===== config.mk =====
export PLATFORM = sky130hd
export DESIGN_NAME = fifo_wr_ctrl_flat
export DESIGN_NICKNAME = d
export VERILOG_FILES = /design/src/rtl/fifo_wr_ctrl_if.sv /design/src/rtl/fifo_wr_ctrl.sv /design/src/flat_wrapper.sv
export SDC_FILE = /design/constraint.sdc
export NUM_CORES = 1
export LEC_CHECK = 0
export ABC_CLOCK_PERIOD_IN_PS = 5460
export CAP_MARGIN = 10
export CORE_MARGIN = 2
export CORE_UTILIZATION = 49
export DETAILED_ROUTE_END_ITERATION = 12
export PLACE_DENSITY_LB_ADDON = 0.2
export REMOVE_ABC_BUFFERS = 1
export SLEW_MARGIN = 40
export SYNTH_ARGS = -nofsm -noshare
export SYNTH_HDL_FRONTEND = slang
export SYNTH_SLANG_ARGS = --single-unit
export TNS_END_PERCENT = 20

===== constraint.sdc =====
create_clock -name w_clk -period 5.46 [get_ports w_clk]
set_clock_uncertainty 0.2 [all_clocks]
set_input_delay 1.638 -clock w_clk [delete_from_list [all_inputs] [get_ports w_clk]]
set_output_delay 1.638 -clock w_clk [all_outputs]
set_load 0.01 [all_outputs]

===== src/rtl/fifo_wr_ctrl_if.sv =====
// ----------------------------------------------------------------------------
// fifo_wr_ctrl_if
// Write-side signal bundle for the dual-clock gray-pointer FIFO.
//
// Parameter:
//   ADDR_W       memory address width; the pointer width is ADDR_W+1
//
// Signals:
//   w_inc        write request from the producer
//   sync_rd_ptr  gray read pointer, already synchronised into the write clock
//   w_en         memory write strobe
//   w_addr       binary write address
//   gray_w_ptr   registered gray write pointer for the read-domain synchroniser
//   full         registered full flag
//   almost_full  registered almost-full flag
//   w_level      registered fill level
//   w_ovf        sticky overflow flag       (only with FIFO_WR_OVF_EN)
//   w_drop_cnt   saturating drop counter    (only with FIFO_WR_OVF_EN)
//
// Modports:
//   master  producer side (drives w_inc and sync_rd_ptr)
//   slave   controller side (fifo_wr_ctrl)
// ----------------------------------------------------------------------------
interface fifo_wr_ctrl_if #(
   parameter int ADDR_W = 4
);
   logic              w_inc;
   logic [ADDR_W:0]   sync_rd_ptr;
   logic              w_en;
   logic [ADDR_W-1:0] w_addr;
   logic [ADDR_W:0]   gray_w_ptr;
   logic              full;
   logic              almost_full;
   logic [ADDR_W:0]   w_level;
`ifdef FIFO_WR_OVF_EN
   logic              w_ovf;
   logic [7:0]        w_drop_cnt;

   modport master (
      output w_inc, sync_rd_ptr,
      input  w_en, w_addr, gray_w_ptr, full, almost_full, w_level,
             w_ovf, w_drop_cnt
   );

   modport slave (
      input  w_inc, sync_rd_ptr,
      output w_en, w_addr, gray_w_ptr, full, almost_full, w_level,
             w_ovf, w_drop_cnt
   );
`else
   modport master (
      output w_inc, sync_rd_ptr,
      input  w_en, w_addr, gray_w_ptr, full, almost_full, w_level
   );

   modport slave (
      input  w_inc, sync_rd_ptr,
      output w_en, w_addr, gray_w_ptr, full, almost_full, w_level
   );
`endif
endinterface


===== src/rtl/fifo_wr_ctrl.sv =====
// ----------------------------------------------------------------------------
// fifo_wr_ctrl
// Write-side controller for the dual-clock gray-pointer FIFO. Keeps the binary
// write pointer, publishes a registered gray copy of it for the read domain,
// and derives registered full / almost_full / fill-level flags from the gray
// read pointer that has already been synchronised into w_clk.
//
// Parameters:
//   ADDR_W        memory address width, depth = 2**ADDR_W (legal 2..12)
//   AFULL_THRESH  fill level at or above which almost_full asserts
//                 (legal 1..2**ADDR_W)
//
// Ports:
//   w_clk   write-domain clock
//   w_rst   asynchronous, active-high reset
//   wr      fifo_wr_ctrl_if.slave bundle (w_inc, sync_rd_ptr in;
//           w_en, w_addr, gray_w_ptr, full, almost_full, w_level out)
//
// Optional feature macro: FIFO_WR_OVF_EN
//   When defined, the bundle also carries w_ovf (sticky, set by the first
//   write attempted while full) and w_drop_cnt (dropped writes, saturating
//   at 255). When undefined, dropped writes are silently ignored and no
//   counter logic exists.
// ----------------------------------------------------------------------------
module fifo_wr_ctrl #(
   parameter int ADDR_W       = 4,
   parameter int AFULL_THRESH = 14
) (
   input  logic            w_clk,
   input  logic            w_rst,
   fifo_wr_ctrl_if.slave   wr
);

   localparam int PW = ADDR_W + 1;
   localparam logic [PW-1:0] AFULL_VAL = PW'(AFULL_THRESH);

   logic [PW-1:0] w_bin;
   logic [PW-1:0] w_bin_nxt;
   logic [PW-1:0] w_gray_nxt;
   logic [PW-1:0] gray_q;
   logic [PW-1:0] r_bin;
   logic [PW-1:0] full_match;
   logic [PW-1:0] level_nxt;
   logic          full_q;
   logic          afull_q;
   logic [PW-1:0] level_q;
   logic          w_en;

   // A write is taken only while the FIFO is not full; the strobe is
   // combinational so the memory sees it in the same cycle as the request.
   assign w_en = wr.w_inc & ~full_q;

   // Next-pointer arithmetic. The binary pointer wraps naturally modulo
   // 2**PW, and the gray code is derived from the *next* binary value so the
   // gray register moves on the same edge as the binary one.
   always_comb begin
      w_bin_nxt  = w_bin + PW'(w_en);
      w_gray_nxt = w_bin_nxt ^ (w_bin_nxt >> 1);
   end

   // Gray-to-binary decode of the synchronised read pointer: each binary bit
   // is the XOR of all gray bits at or above it. Shifting right and reducing
   // avoids a bit-by-bit self-referencing chain.
   always_comb begin
      r_bin = '0;
      for (int i = 0; i < PW; i++) begin
         r_bin[i] = ^(wr.sync_rd_ptr >> i);
      end
   end

   // The FIFO is full when the write pointer has lapped the read pointer
   // exactly once: in gray code that means the two MSBs differ and the rest
   // match. Level uses the next binary pointer so full, almost_full and
   // level all agree on the edge that fills the last slot. Because the read
   // pointer lags, these values can only overstate occupancy.
   always_comb begin
      full_match = {~wr.sync_rd_ptr[ADDR_W:ADDR_W-1], wr.sync_rd_ptr[ADDR_W-2:0]};
      level_nxt  = w_bin_nxt - r_bin;
   end

   // Pointer and flag registers, all cleared asynchronously by w_rst.
   always_ff @(posedge w_clk or posedge w_rst) begin
      if (w_rst) begin
         w_bin   <= '0;
         gray_q  <= '0;
         full_q  <= 1'b0;
         afull_q <= 1'b0;
         level_q <= '0;
      end else begin
         w_bin   <= w_bin_nxt;
         gray_q  <= w_gray_nxt;
         full_q  <= (w_gray_nxt == full_match);
         afull_q <= (level_nxt >= AFULL_VAL);
         level_q <= level_nxt;
      end
   end

   assign wr.w_en        = w_en;
   assign wr.w_addr      = w_bin[ADDR_W-1:0];
   assign wr.gray_w_ptr  = gray_q;
   assign wr.full        = full_q;
   assign wr.almost_full = afull_q;
   assign wr.w_level     = level_q;

`ifdef FIFO_WR_OVF_EN
   logic       drop;
   logic       ovf_q;
   logic [7:0] drop_cnt_q;

   assign drop = wr.w_inc & full_q;

   // Overflow bookkeeping: the flag is sticky until reset, and the counter
   // stops at its maximum instead of wrapping back to a misleading small value.
   always_ff @(posedge w_clk or posedge w_rst) begin
      if (w_rst) begin
         ovf_q      <= 1'b0;
         drop_cnt_q <= '0;
      end else begin
         if (drop) begin
            ovf_q <= 1'b1;
            if (drop_cnt_q != 8'hFF) begin
               drop_cnt_q <= drop_cnt_q + 8'd1;
            end
         end
      end
   end

   assign wr.w_ovf      = ovf_q;
   assign wr.w_drop_cnt = drop_cnt_q;
`endif

endmodule


===== src/flat_wrapper.sv =====
// flat-port wrapper written by rule: the top's interface ports become plain ports
module fifo_wr_ctrl_flat 
#(
   parameter int ADDR_W       = 4,
   parameter int AFULL_THRESH = 14
)
  (w_clk, w_rst, wr_w_inc, wr_sync_rd_ptr, wr_w_en, wr_w_addr, wr_gray_w_ptr, wr_full, wr_almost_full, wr_w_level);
  fifo_wr_ctrl_if #(.ADDR_W(ADDR_W)) wr_i ();
  input  logic w_clk;
  input  logic w_rst;
  input wire logic [$bits(wr_i.w_inc)-1:0] wr_w_inc;
  input wire logic [$bits(wr_i.sync_rd_ptr)-1:0] wr_sync_rd_ptr;
  output wire logic [$bits(wr_i.w_en)-1:0] wr_w_en;
  output wire logic [$bits(wr_i.w_addr)-1:0] wr_w_addr;
  output wire logic [$bits(wr_i.gray_w_ptr)-1:0] wr_gray_w_ptr;
  output wire logic [$bits(wr_i.full)-1:0] wr_full;
  output wire logic [$bits(wr_i.almost_full)-1:0] wr_almost_full;
  output wire logic [$bits(wr_i.w_level)-1:0] wr_w_level;
  assign wr_i.w_inc = wr_w_inc;
  assign wr_i.sync_rd_ptr = wr_sync_rd_ptr;
  assign wr_w_en = wr_i.w_en;
  assign wr_w_addr = wr_i.w_addr;
  assign wr_gray_w_ptr = wr_i.gray_w_ptr;
  assign wr_full = wr_i.full;
  assign wr_almost_full = wr_i.almost_full;
  assign wr_w_level = wr_i.w_level;
  fifo_wr_ctrl #(.ADDR_W(ADDR_W), .AFULL_THRESH(AFULL_THRESH)) u_core (.w_clk(w_clk), .w_rst(w_rst), .wr(wr_i));
endmodule

==> impl_results.md, run 1 <==
* Die W at 46.2 um
* # diodes at 0
* Final setup viols at 0
* Largest net degree at the start of global routing at 17
* Worst-margin pin slew at about 0.57 ns
* First-pass GRT wire length at between 2 and 3 mm
* Num CTS Buffers at 3
* Final GP Congestion at ~0.76
* Antenna violations before repair at 0
* IO Port Bufs at 24
* Layout cell share with drive strength beyond 1 at 5.94%
* Ports at 25
* Congestion Overflow GR at 0
* Clk slew on worst S/H paths at 0.08 ns
* Crit path capture type: primary output
* Syn Inst Count at 74
* Wire per inst at roughly 12 um
* Insertion delay to the later sink of the worst-skew pair at between 0.2 and 0.3 ns
* Setup Crit Path Kind: in -> out
* H-tree levels at 1
* Tightest Hold Check Type: reg -> reg
* Number of global-route vias before repair at 586
* Synth warn at 0
* CTS tree: done
* Required time of the worst setup path at roughly 3.6 ns
* Post-route non-filler standard cell count at 118
* Hold Vio Cnt, Final at 0
* TNS Setup at 0 ns
* Synthesis-to-finish area growth at 32.6%
* Critical path capture point: wr_w_en
* Sink Count at 16
* CP arrival at about 2.8 ns
* Max clock buf depth at 2
* Status: completed
* Mean area per synthesized cell at between 10 and 15 sq um
* Peak VDD IR at approximately 0.32 mV
* Maxcap violations at 0
* Worst hold path depth at 1
* Row count at 15
* Register area share after synthesis at between 40 and 50%
* Yosys cell types at 21
* Final WL at 1.47 mm
* RSZ-0062 raised after global routing: false
* Peak Freq at 0.214 GHz
* R2r setup slk at 2.60 ns
* WHS at 0.431 ns
* Drt drc at 0
* Placed cells at 115
* Post-DP HPWL at 1.26 mm
* Final period util at 85.5%
* Pleak at 0.520 nW
* Max-slew violations at 0
* Hold buffers post-CTS at 0
* Minimum clock period after layout at between 4 and 5 ns
* Final Net Count at about 120
* Initial Utilization at about half
* Die height at 46.2 um
* DRT iter0 DRCs at 3
* CP Launch Type: primary input
* Synthesis-stage register bit count at 16
* R2R Path End: u_core.wr.almost_full
* Post-CTS sizing at 0
* CORE AREA at ~1700 sq um
* Drt first pass iters at 4
* CTS root buf: clkbuf_4
* Setup bufs post-CTS at 0
* Fill cell count at 137
* Worst-case reg-to-reg path depth at 9
* Setup crit start: wr_w_inc
* Relative slew slack at 61.7%
* Crit Path Max Fanout at 2
* Total track usage at between 10% and 20%
* Routed via count at 609
* Vias per cell at slightly above 5
* Final ANT Viol Nets at 0
* Total Die Area at 2130 sq um
* PD cells at 685 nW/um^2
* Reg-to-reg startpoint: u_core.wr.full
* Mapped Area at 871 sq um
* Power Total at just under 0.0008 W
==> through the flow <==
stage                     util (%)  cell area, sq um  setup slack, ns
after floorplan                  -               871             1.47
after global routing          68.4              1150            0.733
after global placement        67.0              1130            0.732
final                         68.4              1150            0.794
after CTS                     68.4              1150            0.783
after detailed placement      67.0              1130            0.646
==> placed cells by master, fill, tap and decap left out <==
cell type	netlist	routed
dfrtp_1	16	16
nand3_1	4	4
or2_2	1	1
fa_1	1	1
inv_1	9	9
a311o_1	1	1
a21boi_0	1	1
ha_1	5	5
a21oi_1	1	1
clkdlybuf4s50_1	0	24
o21ai_0	2	2
nor3_1	1	1
nand2_1	4	4
clkbuf_4	0	3
o211ai_1	2	2
a221oi_2	1	1
xor3_1	1	1
xor2_1	7	7
or3_1	2	2
xnor3_1	1	1
xor2_2	1	1
nor2b_1	2	2
xnor2_1	11	11
==> metal layers <==
layer / vias up / wire length (um) / share of wire [%] / track usage, %
met2: 17 / 730 / 50 / 29.7
met5: - / 0 / 0 / 0
met3: 4 / 48 / 3.3 / 4.71
li1: 297 / - / - / -
met4: 0 / 34 / 2.3 / 10.3
met1: 291 / 652 / 44 / 20.6
==> report_power, final <==
group	total, W	switching [W]	internal, W
logic	0.000512	0.000245	0.000267
registers	0.000220	0.0000346	0.000186
clock network	0.0000588	0.0000332	0.0000256
==> worst min-delay path by stage <==
stage | from | slack (ns) | end
final | u_core.wr.gray_w_ptr[4] | 0.43 | u_core.wr.gray_w_ptr[4]
after global routing | u_core.wr.gray_w_ptr[4] | 0.45 | u_core.wr.gray_w_ptr[4]
after CTS | u_core.wr.gray_w_ptr[4] | 0.42 | u_core.wr.gray_w_ptr[4]
after detailed placement | u_core.wr.gray_w_ptr[4] | 0.41 | u_core.wr.gray_w_ptr[4]
after global placement | u_core.wr.gray_w_ptr[4] | 0.40 | u_core.wr.gray_w_ptr[4]
after floorplan | u_core.wr.gray_w_ptr[4] | 0.42 | u_core.wr.gray_w_ptr[4]
==> kinds of logic (layout without fill, tap and decap cells) <==
group           count (synthesis)  count (layout)  synth area share (%)
compound gates                  8               8                  7.18
xor+xnor                       21              21                  25.3
fa+ha+maj                       6               6                  9.48
buf+inv                         9              36                  3.88
flops                          16              16                  46.0
simple gates                   14              14                  8.19
==> cell usage after synthesis <==
cell | instances | area share [%]
a21boi_0 | 1 | 0.86
a21oi_1 | 1 | 0.57
a221oi_2 | 1 | 1.7
a311o_1 | 1 | 1.1
dfrtp_1 | 16 | 46
fa_1 | 1 | 2.3
ha_1 | 5 | 7.2
inv_1 | 9 | 3.9
nand2_1 | 4 | 1.7
nand3_1 | 4 | 2.3
nor2b_1 | 2 | 1.4
nor3_1 | 1 | 0.57
o211ai_1 | 2 | 1.7
o21ai_0 | 2 | 1.1
or2_2 | 1 | 0.72
or3_1 | 2 | 1.4
xnor2_1 | 11 | 11
xnor3_1 | 1 | 2.6
xor2_1 | 7 | 7.0
xor2_2 | 1 | 1.9
xor3_1 | 1 | 2.7
==> registers in the layout (all words and copies together) (netlist names) <==
name and count:
u_core.wr.gray_w_ptr 5, u_core.wr.w_level 5, u_core.w_bin 4, u_core.wr.almost_full 1
u_core.wr.full 1
==> final cells by class <==
| class | instances | area [sq um] | share of cell area (%) |
|---|---|---|---|
| multi-input cells | 49 | 437 | 37.8 |
| flip-flops and latches | 16 | 400 | 34.7 |
| repair buffers | 24 | 240 | 20.8 |
| inverters | 9 | 33.8 | 2.93 |
| clock buffers | 3 | 22.5 | 1.95 |
| well taps | 17 | 21.3 | 1.84 |
==> critical path, cell delays in order <==
cell	delay (ns)
clkdlybuf4s50_1	0.45
nor2b_1	0.17
clkdlybuf4s50_1	0.57
Power figures use the tool's default switching activity.
==> run 2, diff against run 1 <==
--- a/config.mk
+++ b/config.mk
@@ -7,8 +7,10 @@
 export LEC_CHECK = 0
 export ABC_CLOCK_PERIOD_IN_PS = 5460
 export CAP_MARGIN = 10
+export CELL_PAD_IN_SITES_DETAIL_PLACEMENT = 1
+export CELL_PAD_IN_SITES_GLOBAL_PLACEMENT = 1
 export CORE_MARGIN = 2
-export CORE_UTILIZATION = 49
+export CORE_UTILIZATION = 38
 export DETAILED_ROUTE_END_ITERATION = 12
 export PLACE_DENSITY_LB_ADDON = 0.2
 export REMOVE_ABC_BUFFERS = 1
==> run 2 against run 1 <==
  * Utilization decreased by 15 points
  * Maximum frequency up 0.31%
  * Non-clock buffer count is the same
  * Register-to-register slack better by 0.09 ns
  * Sequential share of layout area fell by 0.41 points
  * Critical path depth unchanged
  * First-iteration DRC count down 100%
  * Sequential power barely moved
  * Critical endpoint unchanged
  * Highest routed layer unchanged
  * Combinational power hardly changed
  * Die area grew 26%
  * Cell count rose by 9.3%
  * Largest power group unchanged
  * Via count up 0.99%
==> impl_results.md, run 2 (synthesis results as in run 1) <==
* Setup Crit Path Kind: in -> out
* Area of the multi-input gates at 437 sq um
* Hold Vio Cnt, Final at 0
* Final ANT Viol Nets at 0
* Post-place setup slack at 0.644 ns
* Peak Freq at 0.215 GHz
* DRT iter0 DRCs at 0
* CTS tree: done
* Drt drc at 0
* Sink Count at 16
* Most common cell after layout, fill and taps aside: clkdlybuf4s50_1
* Fill cell count at 251
* CP Launch Type: primary input
* Final Net Count at 117
* First-pass GRT wire length at 3.02 mm
* CP arrival at 2.81 ns
* Reg-to-reg startpoint: u_core.wr.full
* Die height at 51.9 um
* Layout cell share with drive strength beyond 1 at 5.94%
* Congestion Overflow GR at 0
* Fin worst setup slack at slightly above 0.8 ns
* Row count at 17
* Initial Utilization at 39.7%
* Clk slew on worst S/H paths at roughly 0.080 ns
* Pleak at 0.520 nW
* Crit Path Max Fanout at 2
* Relative slew slack at 58.4%
* Required time of the worst setup path at 3.62 ns
* Final GP Congestion at 0.744
* Largest net degree at the start of global routing at 17
* Hold path startpoint: u_core.wr.gray_w_ptr[4]
* IO Port Bufs at 24
* Drt first pass iters at 1
* Worst-margin pin slew at 0.624 ns
* Sequential standard cell area at 400 sq um
* Tightest Hold Check Type: reg -> reg
* Ports at 25
* Placed cells at ~130
* Final setup viols at 0
* Wire per inst at 13.3 um
* Final WL at about 1.7 mm
* CORE AREA at between 2000 and 2500 sq um
* Post-DP HPWL at 1.41 mm
* Number of global-route vias before repair at 651
* Antenna violations before repair at 0
* Total track usage at 16.1%
* Final period util at ~85%
* Commonest non-fill, non-tap cells in the layout: clkdlybuf4s50_1 (24), dfrtp_1 (16), xnor2_1 (11), inv_1 (9), xor2_1 (7)
* Setup bufs post-CTS at 0
* TNS Setup at 0 ns
* RSZ-0062 raised after global routing: false
* PD cells at 681 nW/um^2
* Insertion delay to the later sink of the worst-skew pair at around 0.28 ns
* Peak VDD IR at 0.366 mV
* Maxcap violations at 0
* Max clock buf depth at 2
* Synthesis-to-finish area growth at 34.2%
* Die W at 51.9 um
* Status: completed
* H-tree levels at 1
* Max-slew violations at 0
* CTS root buf: clkbuf_4
* Routed via count at 615
* # diodes at 0
* Total Die Area at approximately 2700 sq um
* Vias per cell at about 4.8
* Post-CTS sizing at 0
* Num CTS Buffers at 3
* Crit path capture type: primary output
* Post-route non-filler standard cell count at around 130
* Hold buffers post-CTS at 0
* Setup crit start: wr_w_inc
* Minimum clock period after layout at about 4.7 ns
==> run 2: worst max-delay path, stage by stage <==
cell and delay (ns):
clkdlybuf4s50_1 0.46, nor2b_1 0.16, clkdlybuf4s50_1 0.56
==> run 2: final cells by class <==
cell class	instances	area share, %
Tap cell	28	3.00
Inverter	9	2.89
Sequential cell	16	34.3
Timing Repair Buffer	24	20.6
Multi-Input combinational cell	49	37.4
Clock buffer	3	1.93
==> run 2: layer usage <==
layer	vias up	track usage, %	part of all wire (%)
li1	298	-	-
met2	16	25.9	51
met4	0	10.5	3.0
met5	-	0	0
met3	5	2.59	3.5
met1	296	19.6	43
==> run 2: stage by stage <==
| stage | power [W] | cell area [sq um] | utilization (%) | hold WS, ns |
|---|---|---|---|---|
| finish | 0.000796 | 1170 | 53.3 | 0.432 |
| global route | 0.000877 | 1170 | 53.3 | 0.457 |
| CTS | 0.000812 | 1170 | 53.3 | 0.434 |
| detailed placement | 0.000747 | 1150 | 52.3 | 0.419 |
| global placement | 0.000732 | 1150 | 52.3 | 0.402 |
| floorplan | 0.000549 | 871 | - | 0.419 |
==> run 2: path summary, 6_finish.rpt <==
| kind | depth (start not counted) | slack (ns) | endpoint |
|---|---|---|---|
| worst max-delay path | 3 | 0.81 | wr_w_en |
| worst min-delay path | 1 | 0.43 | u_core.wr.gray_w_ptr[4] |
| worst max register to register | 9 | 2.69 | u_core.wr.almost_full |
| worst min register to register | 1 | 0.43 | u_core.wr.gray_w_ptr[4] |
| max in group asynchronous | 2 | 3.13 | u_core.w_bin[2] |
| min in group asynchronous | 2 | 1.53 | u_core.w_bin[1] |
==> run 2: where the power goes <==
part / switching, W / internal, W / total [W]
Sequential: 0.0000369 / 0.000186 / 0.000223
Clock: 0.0000342 / 0.0000256 / 0.0000598
Combinational: 0.000245 / 0.000268 / 0.000513
Total: 0.000316 / 0.000479 / 0.000796
